**src/rtl/adam_axil_arb_ctrl.sv**
```systemverilog
// Shares one AXI-Lite master port among NO_SLVS requesters: round-robin AW/W and AR grants, index FIFOs route B/R back.
// Grant registers one cycle after request (2-cycle min grant spacing); backpressure passes straight through valid/ready.

module adam_axil_arb_idx_fifo #(
    parameter int DEPTH = 4,
    parameter int W     = 2
) (
    input  logic         clk,
    input  logic         rst_n,
    input  logic         push_i,
    input  logic [W-1:0] dat_i,
    input  logic         pop_i,
    output logic [W-1:0] head_o,
    output logic         empty_o,
    output logic         full_o
);
    localparam int PTR_W = (DEPTH > 1) ? $clog2(DEPTH) : 1;
    localparam int CNT_W = $clog2(DEPTH + 1);

    logic [W-1:0]     mem_q [DEPTH];
    logic [PTR_W-1:0] wr_q, rd_q;
    logic [CNT_W-1:0] cnt_q;
    logic             do_pop;

    function automatic logic [PTR_W-1:0] ptr_next(input logic [PTR_W-1:0] p);
        return (int'(p) == DEPTH - 1) ? '0 : p + 1'b1;
    endfunction

    assign empty_o = (cnt_q == '0);
    assign full_o  = (cnt_q == CNT_W'(DEPTH));
    assign do_pop  = pop_i & ~empty_o;
    // Empty head reads as 0 so routing indices are clean after reset.
    assign head_o  = empty_o ? '0 : mem_q[rd_q];

    always_ff @(posedge clk) begin
        if (push_i) mem_q[wr_q] <= dat_i;
    end

    always_ff @(posedge clk or negedge rst_n) begin
        if (!rst_n) begin
            wr_q  <= '0;
            rd_q  <= '0;
            cnt_q <= '0;
        end else begin
            if (push_i) wr_q <= ptr_next(wr_q);
            if (do_pop) rd_q <= ptr_next(rd_q);
            case ({push_i, do_pop})
                2'b10:   cnt_q <= cnt_q + CNT_W'(1);
                2'b01:   cnt_q <= cnt_q - CNT_W'(1);
                default: cnt_q <= cnt_q;
            endcase
        end
    end
endmodule

module adam_axil_arb_ctrl #(
    parameter int  NO_SLVS   = 4,
    parameter int  MAX_TRANS = 4,
    localparam int SEL_W     = (NO_SLVS > 1) ? $clog2(NO_SLVS) : 1
) (
    input  logic               clk,
    input  logic               rst_n,
    input  logic [NO_SLVS-1:0] slv_aw_valid,
    output logic [NO_SLVS-1:0] slv_aw_ready,
    input  logic [NO_SLVS-1:0] slv_w_valid,
    output logic [NO_SLVS-1:0] slv_w_ready,
    output logic [NO_SLVS-1:0] slv_b_valid,
    input  logic [NO_SLVS-1:0] slv_b_ready,
    input  logic [NO_SLVS-1:0] slv_ar_valid,
    output logic [NO_SLVS-1:0] slv_ar_ready,
    output logic [NO_SLVS-1:0] slv_r_valid,
    input  logic [NO_SLVS-1:0] slv_r_ready,
    output logic               mst_aw_valid,
    input  logic               mst_aw_ready,
    output logic               mst_w_valid,
    input  logic               mst_w_ready,
    input  logic               mst_b_valid,
    output logic               mst_b_ready,
    output logic               mst_ar_valid,
    input  logic               mst_ar_ready,
    input  logic               mst_r_valid,
    output logic               mst_r_ready,
    output logic [SEL_W-1:0]   aw_sel,
    output logic [SEL_W-1:0]   ar_sel,
    output logic [SEL_W-1:0]   b_sel,
    output logic [SEL_W-1:0]   r_sel,
    input  logic               pause_req,
    output logic               pause_ack,
    output logic               err_unexp
);
    typedef enum logic {ST_IDLE, ST_BUSY} state_e;

    state_e           wst_q, wst_d, rst_q, rst_d;
    logic [SEL_W-1:0] aw_sel_q, aw_sel_d, ar_sel_q, ar_sel_d;
    logic [SEL_W-1:0] wptr_q, wptr_d, rptr_q, rptr_d;
    logic             aw_done_q, aw_done_d, w_done_q, w_done_d;
    logic             pause_ack_q, err_q;
    logic             aw_hs, w_hs, aw_fin, w_fin;
    logic             wpush, wpop, wempty, wfull;
    logic             rpush, rpop, rempty, rfull;
    logic [SEL_W-1:0] whead, rhead;

    // First requester at or above ptr, wrapping around.
    function automatic logic [SEL_W-1:0] rr_pick(input logic [NO_SLVS-1:0] req,
                                                  input logic [SEL_W-1:0]   ptr);
        logic [SEL_W-1:0] win;
        logic             found;
        int               idx;
        win   = '0;
        found = 1'b0;
        for (int i = 0; i < NO_SLVS; i++) begin
            idx = (int'(ptr) + i) % NO_SLVS;
            if (!found && req[idx]) begin
                found = 1'b1;
                win   = SEL_W'(idx);
            end
        end
        return win;
    endfunction

    function automatic logic [SEL_W-1:0] rr_next(input logic [SEL_W-1:0] w);
        return (int'(w) == NO_SLVS - 1) ? '0 : w + 1'b1;
    endfunction

    always_comb begin
        wst_d        = wst_q;
        aw_sel_d     = aw_sel_q;
        wptr_d       = wptr_q;
        aw_done_d    = aw_done_q;
        w_done_d     = w_done_q;
        slv_aw_ready = '0;
        slv_w_ready  = '0;
        mst_aw_valid = 1'b0;
        mst_w_valid  = 1'b0;
        aw_hs        = 1'b0;
        w_hs         = 1'b0;
        aw_fin       = 1'b0;
        w_fin        = 1'b0;
        wpush        = 1'b0;
        case (wst_q)
            ST_IDLE: begin
                if ((|slv_aw_valid) && !wfull && !pause_req) begin
                    aw_sel_d = rr_pick(slv_aw_valid, wptr_q);
                    wptr_d   = rr_next(aw_sel_d);
                    wst_d    = ST_BUSY;
                end
            end
            default: begin
                mst_aw_valid           = slv_aw_valid[aw_sel_q] & ~aw_done_q;
                mst_w_valid            = slv_w_valid[aw_sel_q] & ~w_done_q;
                slv_aw_ready[aw_sel_q] = mst_aw_ready & ~aw_done_q;
                slv_w_ready[aw_sel_q]  = mst_w_ready & ~w_done_q;
                aw_hs  = slv_aw_valid[aw_sel_q] & mst_aw_ready & ~aw_done_q;
                w_hs   = slv_w_valid[aw_sel_q] & mst_w_ready & ~w_done_q;
                aw_fin = aw_done_q | aw_hs;
                w_fin  = w_done_q | w_hs;
                if (aw_fin && w_fin) begin
                    wpush     = 1'b1;
                    aw_done_d = 1'b0;
                    w_done_d  = 1'b0;
                    wst_d     = ST_IDLE;
                end else begin
                    aw_done_d = aw_fin;
                    w_done_d  = w_fin;
                end
            end
        endcase
    end

    always_comb begin
        rst_d        = rst_q;
        ar_sel_d     = ar_sel_q;
        rptr_d       = rptr_q;
        slv_ar_ready = '0;
        mst_ar_valid = 1'b0;
        rpush        = 1'b0;
        case (rst_q)
            ST_IDLE: begin
                if ((|slv_ar_valid) && !rfull && !pause_req) begin
                    ar_sel_d = rr_pick(slv_ar_valid, rptr_q);
                    rptr_d   = rr_next(ar_sel_d);
                    rst_d    = ST_BUSY;
                end
            end
            default: begin
                mst_ar_valid           = slv_ar_valid[ar_sel_q];
                slv_ar_ready[ar_sel_q] = mst_ar_ready;
                if (slv_ar_valid[ar_sel_q] && mst_ar_ready) begin
                    rpush = 1'b1;
                    rst_d = ST_IDLE;
                end
            end
        endcase
    end

    always_comb begin
        slv_b_valid        = '0;
        slv_r_valid        = '0;
        slv_b_valid[whead] = mst_b_valid & ~wempty;
        slv_r_valid[rhead] = mst_r_valid & ~rempty;
        mst_b_ready        = slv_b_ready[whead] & ~wempty;
        mst_r_ready        = slv_r_ready[rhead] & ~rempty;
        wpop               = mst_b_valid & mst_b_ready;
        rpop               = mst_r_valid & mst_r_ready;
    end

    always_ff @(posedge clk or negedge rst_n) begin
        if (!rst_n) begin
            wst_q       <= ST_IDLE;
            rst_q       <= ST_IDLE;
            aw_sel_q    <= '0;
            ar_sel_q    <= '0;
            wptr_q      <= '0;
            rptr_q      <= '0;
            aw_done_q   <= 1'b0;
            w_done_q    <= 1'b0;
            pause_ack_q <= 1'b0;
            err_q       <= 1'b0;
        end else begin
            wst_q       <= wst_d;
            rst_q       <= rst_d;
            aw_sel_q    <= aw_sel_d;
            ar_sel_q    <= ar_sel_d;
            wptr_q      <= wptr_d;
            rptr_q      <= rptr_d;
            aw_done_q   <= aw_done_d;
            w_done_q    <= w_done_d;
            pause_ack_q <= pause_req & (wst_q == ST_IDLE) & (rst_q == ST_IDLE) & wempty & rempty;
            err_q       <= err_q | (mst_b_valid & wempty) | (mst_r_valid & rempty);
        end
    end

    adam_axil_arb_idx_fifo #(.DEPTH(MAX_TRANS), .W(SEL_W)) u_wfifo (
        .clk    (clk),
        .rst_n  (rst_n),
        .push_i (wpush),
        .dat_i  (aw_sel_q),
        .pop_i  (wpop),
        .head_o (whead),
        .empty_o(wempty),
        .full_o (wfull)
    );

    adam_axil_arb_idx_fifo #(.DEPTH(MAX_TRANS), .W(SEL_W)) u_rfifo (
        .clk    (clk),
        .rst_n  (rst_n),
        .push_i (rpush),
        .dat_i  (ar_sel_q),
        .pop_i  (rpop),
        .head_o (rhead),
        .empty_o(rempty),
        .full_o (rfull)
    );

    assign aw_sel    = aw_sel_q;
    assign ar_sel    = ar_sel_q;
    assign b_sel     = whead;
    assign r_sel     = rhead;
    assign pause_ack = pause_ack_q;
    assign err_unexp = err_q;
endmodule

```
**config.mk**
```make
export PLATFORM = sky130hd
export DESIGN_NAME = adam_axil_arb_ctrl
export DESIGN_NICKNAME = d
export VERILOG_FILES = /design/src/rtl/adam_axil_arb_ctrl.sv
export SDC_FILE = /design/constraint.sdc
export NUM_CORES = 1
export LEC_CHECK = 0
export ABC_AREA = 1
export CELL_PAD_IN_SITES_DETAIL_PLACEMENT = 1
export CELL_PAD_IN_SITES_GLOBAL_PLACEMENT = 2
export CORE_MARGIN = 3
export CORE_UTILIZATION = 28
export DETAILED_ROUTE_END_ITERATION = 6
export GPL_ROUTABILITY_DRIVEN = 0
export PLACE_DENSITY_LB_ADDON = 0.1
export SYNTH_ARGS = -nofsm -noshare
export SYNTH_HDL_FRONTEND = slang
export SYNTH_HIERARCHICAL = 1
export SYNTH_SLANG_ARGS = --single-unit
```
**constraint.sdc**
```tcl
create_clock -name clk -period 2.85 [get_ports clk]
set_input_delay 0.4275 -clock clk [delete_from_list [all_inputs] [get_ports clk]]
set_output_delay 0.4275 -clock clk [all_outputs]
set_load 0.03 [all_outputs]
```
Yosys cells after proc, flatten, opt, wreduce, memory -nomap -nowiden
Memory sizes are Yosys's and may differ from the RTL's.
Cells that the tools add are included.
{"block": "classes", "addsub": 16, "order_cmp": 16, "eq_ne": 12, "muxes": 102, "bitwise": 43, "reduce_logical": 39}
{"op": "1-bit two-way mux", "count": 60}
{"op": "2-bit two-way mux", "count": 20}
{"op": "1-bit binary-select mux with 2-bit select", "count": 13}
{"op": "3-bit by 4-bit < comparator with 1-bit output (second input constant)", "count": 6}
{"op": "1-bit AND", "count": 22}
{"op": "4-bit AND", "count": 5}
{"op": "2-bit by 3-bit < comparator with 1-bit output (second input constant)", "count": 6}
{"op": "2-bit by 1-bit adder with 2-bit output (second input constant)", "count": 8}
{"op": "2-bit by 1-bit equality test with 1-bit output (second input constant)", "count": 8}
{"op": "1-bit logical AND", "count": 16}
{"op": "4-bit two-way mux", "count": 3}
{"op": "3-bit one-hot mux with 2 select lines", "count": 2}
{"op": "2-bit OR reduction", "count": 6}
{"op": "1-bit zero test", "count": 9}
{"op": "2-bit adder (second input constant)", "count": 4}
{"op": "1-bit demux with 2-bit select", "count": 4}
{"op": "2-bit by 1-bit greater-or-equal comparator with 1-bit output (second input constant)", "count": 4}
{"op": "4-bit OR reduction", "count": 2}
{"op": "3-bit by 1-bit adder with 3-bit output (second input constant)", "count": 2}
{"op": "1-bit AND (first input constant)", "count": 6}
{"op": "3-bit equality test (second input constant)", "count": 2}
{"op": "3-bit zero test", "count": 2}
{"op": "1-bit inverter", "count": 6}
{"op": "3-bit by 1-bit subtractor with 3-bit output (second input constant)", "count": 2}
{"op": "other kinds (4)", "count": 10}
{"block": "word_totals", "regBits": 28, "mem_bits_rw": 16, "input_bits": 28, "out_inout_bits": 35, "wordCells": 246, "n_memories": 2}
{"memory": "u_rfifo.mem_q", "depth": 4, "width": 2, "read_ports": 1, "rd_ports_with_merged_regs": 0, "write_ports": 1, "line_no": "20", "rtl": "logic [W-1:0] mem_q [DEPTH];"}
{"memory": "u_wfifo.mem_q", "depth": 4, "width": 2, "read_ports": 1, "rd_ports_with_merged_regs": 0, "write_ports": 1, "line_no": "20"}

Depth between registers and ports, before layout
{"block": "logic_depth", "ltp_word": 23, "ltp_mapped": 19, "depth_no_buf": 19}

Modules after synthesis
The synthesis kept the hierarchy.
{"module": "adam_axil_arb_ctrl", "instances": 1, "cells_each": 273, "area_per_inst_um2": 1512.7, "seq_area_each_um2": 350.3}
{"module": "adam_axil_arb_idx_fifo (u_wfifo)", "instances": 1, "cells_each": 89, "area_per_inst_um2": 800.8, "seq_area_each_um2": 415.4}
{"module": "adam_axil_arb_idx_fifo (u_rfifo)", "instances": 1, "cells_each": 88, "area_per_inst_um2": 794.5, "seq_area_each_um2": 415.4}

Least setup slack after synthesis
OpenSTA, ideal clock, no wires.
{"block": "synth_path", "path_type": "reg2reg", "from": "register u_rfifo.rd_q[0]", "to": "register u_rfifo.cnt_q[2]", "setup_ns": 0.117, "arrival_ns": 2.741, "t_required_ns": 2.733, "setup_slack_ns": -0.008, "stages_incl_launch_ff": 18, "path_buffers": 0, "synth_period_minus_slack_ns": 2.858, "cell_sequence": "dfrtp_1 inv_2 nand2_1 nand3_1 a21oi_1 inv_1 a21oi_1 a21oi_1 nor2_1 nand2_2 inv_1 ha_1 inv_1 fa_1 nand2_1 nand3_1 nand2_1 nand2_1"}
{"block": "synth_between", "elab_chain_cells": 9, "elab_cells_between_ends": 11, "cone_classes": "eq/ne: 2; mux: 4; bitwise: 3; reduce/logical: 1; memory: 1"}
{"item": "start, declared", "line_no": "21", "rtl": "logic [PTR_W-1:0] wr_q, rd_q;"}
{"item": "start signal, assigned", "line_no": "46", "rtl": "if (do_pop) rd_q <= ptr_next(rd_q);"}
{"item": "memory 4 x 2 bit (*)"}
{"item": "2-bit two-way mux (*)", "line_no": "33", "rtl": "assign head_o = empty_o ? '0 : mem_q[rd_q];"}
{"item": "named net r_sel[1]", "line_no": "86", "rtl": "output logic [SEL_W-1:0] r_sel,"}
{"item": "1-bit binary-select mux with 2-bit select (*)", "line_no": "202", "rtl": "mst_r_ready = slv_r_ready[rhead] & ~rempty;"}
{"item": "1-bit two-way mux (not written as such) (*)", "line_no": "202"}
{"item": "1-bit AND (*)", "line_no": "202"}
{"item": "1-bit AND (*)", "line_no": "204", "rtl": "rpop = mst_r_valid & mst_r_ready;"}
{"item": "named net rpop", "line_no": "100", "rtl": "logic rpush, rpop, rempty, rfull;"}
{"item": "1-bit AND (*)", "line_no": "31", "rtl": "assign do_pop = pop_i & ~empty_o;"}
{"item": "named net u_rfifo.do_pop", "line_no": "23", "rtl": "logic do_pop;"}
{"item": "2-bit by 1-bit equality test with 1-bit output / 2-bit equality test (equally long branches)", "line_no": "47", "rtl": "case ({push_i, do_pop})"}
{"item": "3-bit one-hot mux with 2 select lines / 2-bit nonzero test (equally long branches)"}
{"item": "end signal, assigned", "line_no": "48", "rtl": "2'b10: cnt_q <= cnt_q + CNT_W'(1);"}
{"item": "end signal, assigned", "line_no": "49", "rtl": "2'b01: cnt_q <= cnt_q - CNT_W'(1);"}
{"item": "end signal, assigned", "line_no": "50", "rtl": "default: cnt_q <= cnt_q;"}
{"item": "end, declared", "line_no": "22", "rtl": "logic [CNT_W-1:0] cnt_q;"}
The timed path passes the listed nets; every way through them passes the cells marked *. The select of a mux whose other input is x is not followed.
A chain may end at the register's enable or synchronous reset.

Final worst setup path
{"block": "layout_path", "from": "register aw_sel_q[0], in the netlist aw_sel[0]", "to": "output port mst_aw_valid"}
{"block": "layout_between", "elab_chain_cells": 4}
{"item": "start, declared", "line_no": "94", "rtl": "logic [SEL_W-1:0] aw_sel_q, aw_sel_d, ar_sel_q, ar_sel_d;"}
{"item": "start signal, assigned", "line_no": "222", "rtl": "aw_sel_q <= aw_sel_d;"}
{"item": "1-bit binary-select mux with 2-bit select", "line_no": "149", "rtl": "mst_aw_valid = slv_aw_valid[aw_sel_q] & ~aw_done_q;"}
{"item": "1-bit two-way mux (not written as such)", "line_no": "149"}
{"item": "1-bit AND", "line_no": "149"}
{"item": "1-bit two-way mux", "line_no": "140", "rtl": "case (wst_q)"}
{"item": "end, declared", "line_no": "73", "rtl": "output logic mst_aw_valid,"}
No other way between the ends. The select of a mux whose other input is x is not followed.

==> impl_metrics.prom <==
# TYPE chip_impl_metric gauge
chip_impl_info{name="outcome",value="finished clean"} 1
chip_impl_metric{name="fmax",unit="GHz"} 0.377
chip_impl_metric{name="seq_power_share",unit="%"} 26.2
chip_impl_info{name="grt_setup_unrepaired",value="yes"} 1
chip_impl_info{name="timing.hold.worst.start",value="u_rfifo/cnt_q[2]"} 1
chip_impl_metric{name="post_route_cells_drive_above_1_share",unit="%"} 9.07
chip_impl_metric{name="cp.arrival",unit="ps"} 2220
chip_impl_metric{name="cellPowerDensity",unit="mW/mm²"} 1130
chip_impl_metric{name="preCtsSetupSlack",unit="ps"} 60.4
chip_impl_metric{name="drt_iter0_markers",unit=""} 101
chip_impl_metric{name="synth-edff-count",unit=""} 16
chip_impl_metric{name="num_rows",unit=""} 37
chip_impl_metric{name="final.fill_count",unit=""} 1361
chip_impl_metric{name="core_region_area",unit="mm²"} 0.0106
chip_impl_metric{name="routed_wl",unit="µm"} 8110
chip_impl_metric{name="post-route-worst-setup-slack",unit="ps"} 200
chip_impl_metric{name="layout-area-overhead-vs-synth",unit="%"} 30.2
chip_impl_metric{name="route.detailed.drc",unit=""} 0
chip_impl_metric{name="place_inst",unit=""} 646
chip_impl_metric{name="antenna_found_initial",unit=""} 0
chip_impl_metric{name="sequential_cell_area",unit="mm²"} 0.00118
chip_impl_metric{name="power.switching_fraction",unit="%"} 51.5
chip_impl_info{name="worstSetupEndpointType",value="output pin"} 1
chip_impl_metric{name="fp.dieW",unit="µm"} 111
chip_impl_metric{name="ctsHoldBuffers",unit=""} 0
chip_impl_metric{name="max_slew_headroom_at_the_worst_pin",unit="%"} 70.3
chip_impl_metric{name="clkPwrFrac",unit="%"} 10.9
chip_impl_metric{name="number_of_input_and_output_port_buffers_inserted",unit=""} 62
chip_impl_metric{name="met2WireLength",unit="µm"} 3820
chip_impl_metric{name="grt_start_max_net_pins",unit=""} 29
chip_impl_info{name="synth_flop_cell",value="sky130_fd_sc_hd__dfrtp_1"} 1
chip_impl_metric{name="drt-vias-per-instance",unit=""} 4.47
chip_impl_metric{name="critPathMaxFanout",unit=""} 10
chip_impl_metric{name="final-max-slew-violation-count",unit=""} 0
chip_impl_metric{name="number_of_h_tree_levels",unit=""} 2
chip_impl_info{name="final_cell_mix",value="152 x sky130_fd_sc_hd__nand2_1, 83 x sky130_fd_sc_hd__inv_1, 58 x sky130_fd_sc_hd__clkdlybuf4s50_1"} 1
chip_impl_metric{name="register_to_register_path_depth",unit=""} 17
chip_impl_metric{name="synthesis.area_per_instance",unit="µm²"} 6.91
chip_impl_info{name="worstHoldPathType",value="flop to flop"} 1
chip_impl_metric{name="die_area",unit="mm²"} 0.0124
chip_impl_info{name="timing_worst_setup_path_type",value="flop to output pin"} 1
chip_impl_metric{name="p_int",unit="W"} 0.00222
chip_impl_metric{name="numCtsBuffers",unit=""} 5
chip_impl_metric{name="initial_utilization",unit="%"} 29.4
chip_impl_metric{name="ctsLongestPathBuffers",unit=""} 2
chip_impl_metric{name="async_flop_share",unit="%"} 63.6
chip_impl_info{name="worst_r2r_startpoint",value="u_rfifo/rd_q[0]"} 1
chip_impl_metric{name="p_sw",unit="W"} 0.00236
chip_impl_metric{name="min_path_cells",unit=""} 2
chip_impl_metric{name="multi_input_logic_area",unit="mm²"} 0.00156
chip_impl_metric{name="rrSetupSlack",unit="ps"} 290
chip_impl_metric{name="design.final.nets",unit=""} 559
chip_impl_metric{name="grt_pass1_wl",unit="µm"} 14500
chip_impl_metric{name="timing_worst_slew_pin_value",unit="ps"} 445
chip_impl_metric{name="yosys_warn_count",unit=""} 6
chip_impl_metric{name="drt-wirelength-per-cell",unit="µm"} 12.4
chip_impl_metric{name="required",unit="ps"} 2420
chip_impl_metric{name="synth.cell_area",unit="mm²"} 0.00311
chip_impl_info{name="hold_path_end",value="u_rfifo/cnt_q[2]"} 1
chip_impl_info{name="start_kind",value="flop"} 1
chip_impl_info{name="final_common_cell",value="sky130_fd_sc_hd__nand2_1"} 1
chip_impl_metric{name="num_io_pins",unit=""} 63
chip_impl_info{name="cts_tree",value="yes"} 1
chip_impl_metric{name="wire_length_on_met3",unit="µm"} 263
chip_impl_metric{name="first_pass_iteration_count_of_the_detailed_router",unit=""} 4
chip_impl_metric{name="cts_post_setup_buffers_inserted",unit=""} 0
chip_impl_metric{name="combinationalPowerShare",unit="%"} 62.9
chip_impl_metric{name="grt_overflow",unit=""} 0
chip_impl_metric{name="detailed_place_hpwl",unit="µm"} 6600
chip_impl_metric{name="finalCriticalPeriod",unit="ps"} 2650
chip_impl_metric{name="cts_sinks",unit=""} 44
chip_impl_metric{name="drtAntennaViolNets",unit=""} 0
chip_impl_metric{name="insertedDiodeCount",unit=""} 0
chip_impl_metric{name="post_synth_num_cell_types",unit=""} 36
chip_impl_metric{name="syn-instance-count",unit=""} 450
chip_impl_metric{name="setup-violations-final",unit=""} 0
chip_impl_metric{name="post_layout_nonfiller_instances",unit=""} 654
chip_impl_metric{name="fp.dieH",unit="µm"} 111
chip_impl_metric{name="routed-via-count",unit=""} 2922
chip_impl_metric{name="min_period_over_period",unit="%"} 93.0
chip_impl_info{name="cts_root_buffer",value="sky130_fd_sc_hd__clkbuf_8"} 1
chip_impl_metric{name="p_leak",unit="nW"} 2.08
chip_impl_metric{name="ir_worst_vdd",unit="µV"} 568
chip_impl_metric{name="postSynthRegisterBits",unit=""} 44
chip_impl_metric{name="worst_skew_pair.late_latency",unit="ps"} 290
chip_impl_metric{name="synth.yosys.seq_area_share",unit="%"} 38.0
chip_impl_metric{name="route.layer.met1.wl",unit="µm"} 3950
chip_impl_info{name="r2r_end",value="u_rfifo/cnt_q[2]"} 1
chip_impl_metric{name="worst_clock_skew",unit="ps"} 7.19
chip_impl_info{name="maxUsedRoutingLayer",value="met4"} 1
chip_impl_metric{name="clk_pin_slew_worst_paths",unit="ps"} 90
chip_impl_metric{name="finalHoldViolCount",unit=""} 0
chip_impl_metric{name="synth_nets",unit=""} 492
chip_impl_metric{name="cap_violations",unit=""} 0
chip_impl_metric{name="grt_pass1_vias",unit=""} 3122
chip_impl_metric{name="track_usage",unit="%"} 13.8
-- critical path, cell delays in order, from the launching register on --
cell	delay, ps
sky130_fd_sc_hd__dfrtp_1	510
sky130_fd_sc_hd__nor2_1	190
sky130_fd_sc_hd__inv_1	100
sky130_fd_sc_hd__o211ai_1	280
sky130_fd_sc_hd__nand2_1	90
sky130_fd_sc_hd__nor2_1	90
sky130_fd_sc_hd__clkdlybuf4s50_1	680
-- layer usage --
layer | vias up | GRT usage (%)
li1 | 1525 | -
met1 | 1347 | 18.4
met2 | 45 | 23.4
met3 | 5 | 1.90
met4 | 0 | 3.65
met5 | - | 0
-- worst max-delay path by stage --
stage | startpoint | endpoint
finish | aw_sel[0] | mst_aw_valid
global route | u_rfifo/cnt_q[0] | u_rfifo/cnt_q[2]
CTS | u_wfifo/rd_q[0] | slv_b_valid[2]
detailed placement | u_rfifo/rd_q[0] | u_rfifo/cnt_q[2]
global placement | u_rfifo/cnt_q[0] | u_rfifo/cnt_q[2]
floorplan | u_rfifo/rd_q[0] | u_rfifo/cnt_q[2]
-- power by group through the flow --
stage | Sequential, W | Combinational [W] | Clock, W
after floorplan | 0.00113 | 0.00207 | 0
after global routing | 0.00125 | 0.00330 | 0.000544
after CTS | 0.00120 | 0.00289 | 0.000519
after detailed placement | 0.00122 | 0.00288 | 0
after global placement | 0.00121 | 0.00283 | 0
final | 0.00120 | 0.00289 | 0.000500
-- cell usage after synthesis, drive strengths merged (3+ instances only) --
library cell	instances	share of area (%)
a22oi	3	0.72
a21oi	9	1.6
nand4	8	1.6
edfxtp	16	15
nand2	165	21
nand3	32	5.5
o21a	3	0.72
o21ai	15	2.4
ha	12	4.8
nor3	11	1.8
nor2	35	4.5
buf	5	1.3
dfrtp	28	23
inv	93	11
-- registers in the layout (all words and copies together), names as in the netlist, 3 cells and up --
name	cells
u_rfifo/cnt_q	3
u_wfifo/cnt_q	3
u_rfifo/mem_q	8
u_wfifo/mem_q	8
-- repair_timing --
action | in CTS | in global routing
gates resized for setup | 3 | 14
setup endpoints to repair | 4 | 12
pin swaps | 0 | 2
-- per-stage QoR --
step / power (W) / area (µm²) / util [%] / TNS (ps) / hold slack [ps]
CTS: 0.00461 / 4010 / 38.0 / 0 / 503
floorplan: 0.00320 / 3110 / - / 0 / 132
global placement: 0.00404 / 3890 / 36.8 / 0 / 458
finish: 0.00459 / 4050 / 38.3 / 0 / 491
global route: 0.00510 / 4050 / 38.3 / -67.1 / 514
detailed placement: 0.00410 / 3890 / 36.8 / 0 / 480
-- cells by family after synthesis --
kind of cell | Yosys count | synth area share [%]
XOR/XNOR | 2 | 0.564
AO/OA/AOI/OAI | 36 | 6.88
buffers and inverters | 99 | 12.7
flip-flops | 44 | 38.0
adder cells (fa/ha/maj) | 14 | 6.12
AND/OR/NAND/NOR | 255 | 35.7
-- area by class of cell --
type,count,area share (%)
Timing Repair Buffer,66,16.1
Multi-Input combinational cell,307,38.6
Clock inverter,2,0.959
Sequential cell,44,29.3
Inverter,93,8.81
Clock buffer,6,2.04
Tap cell,136,4.21
No activity file was read; power rests on OpenSTA's default activity.
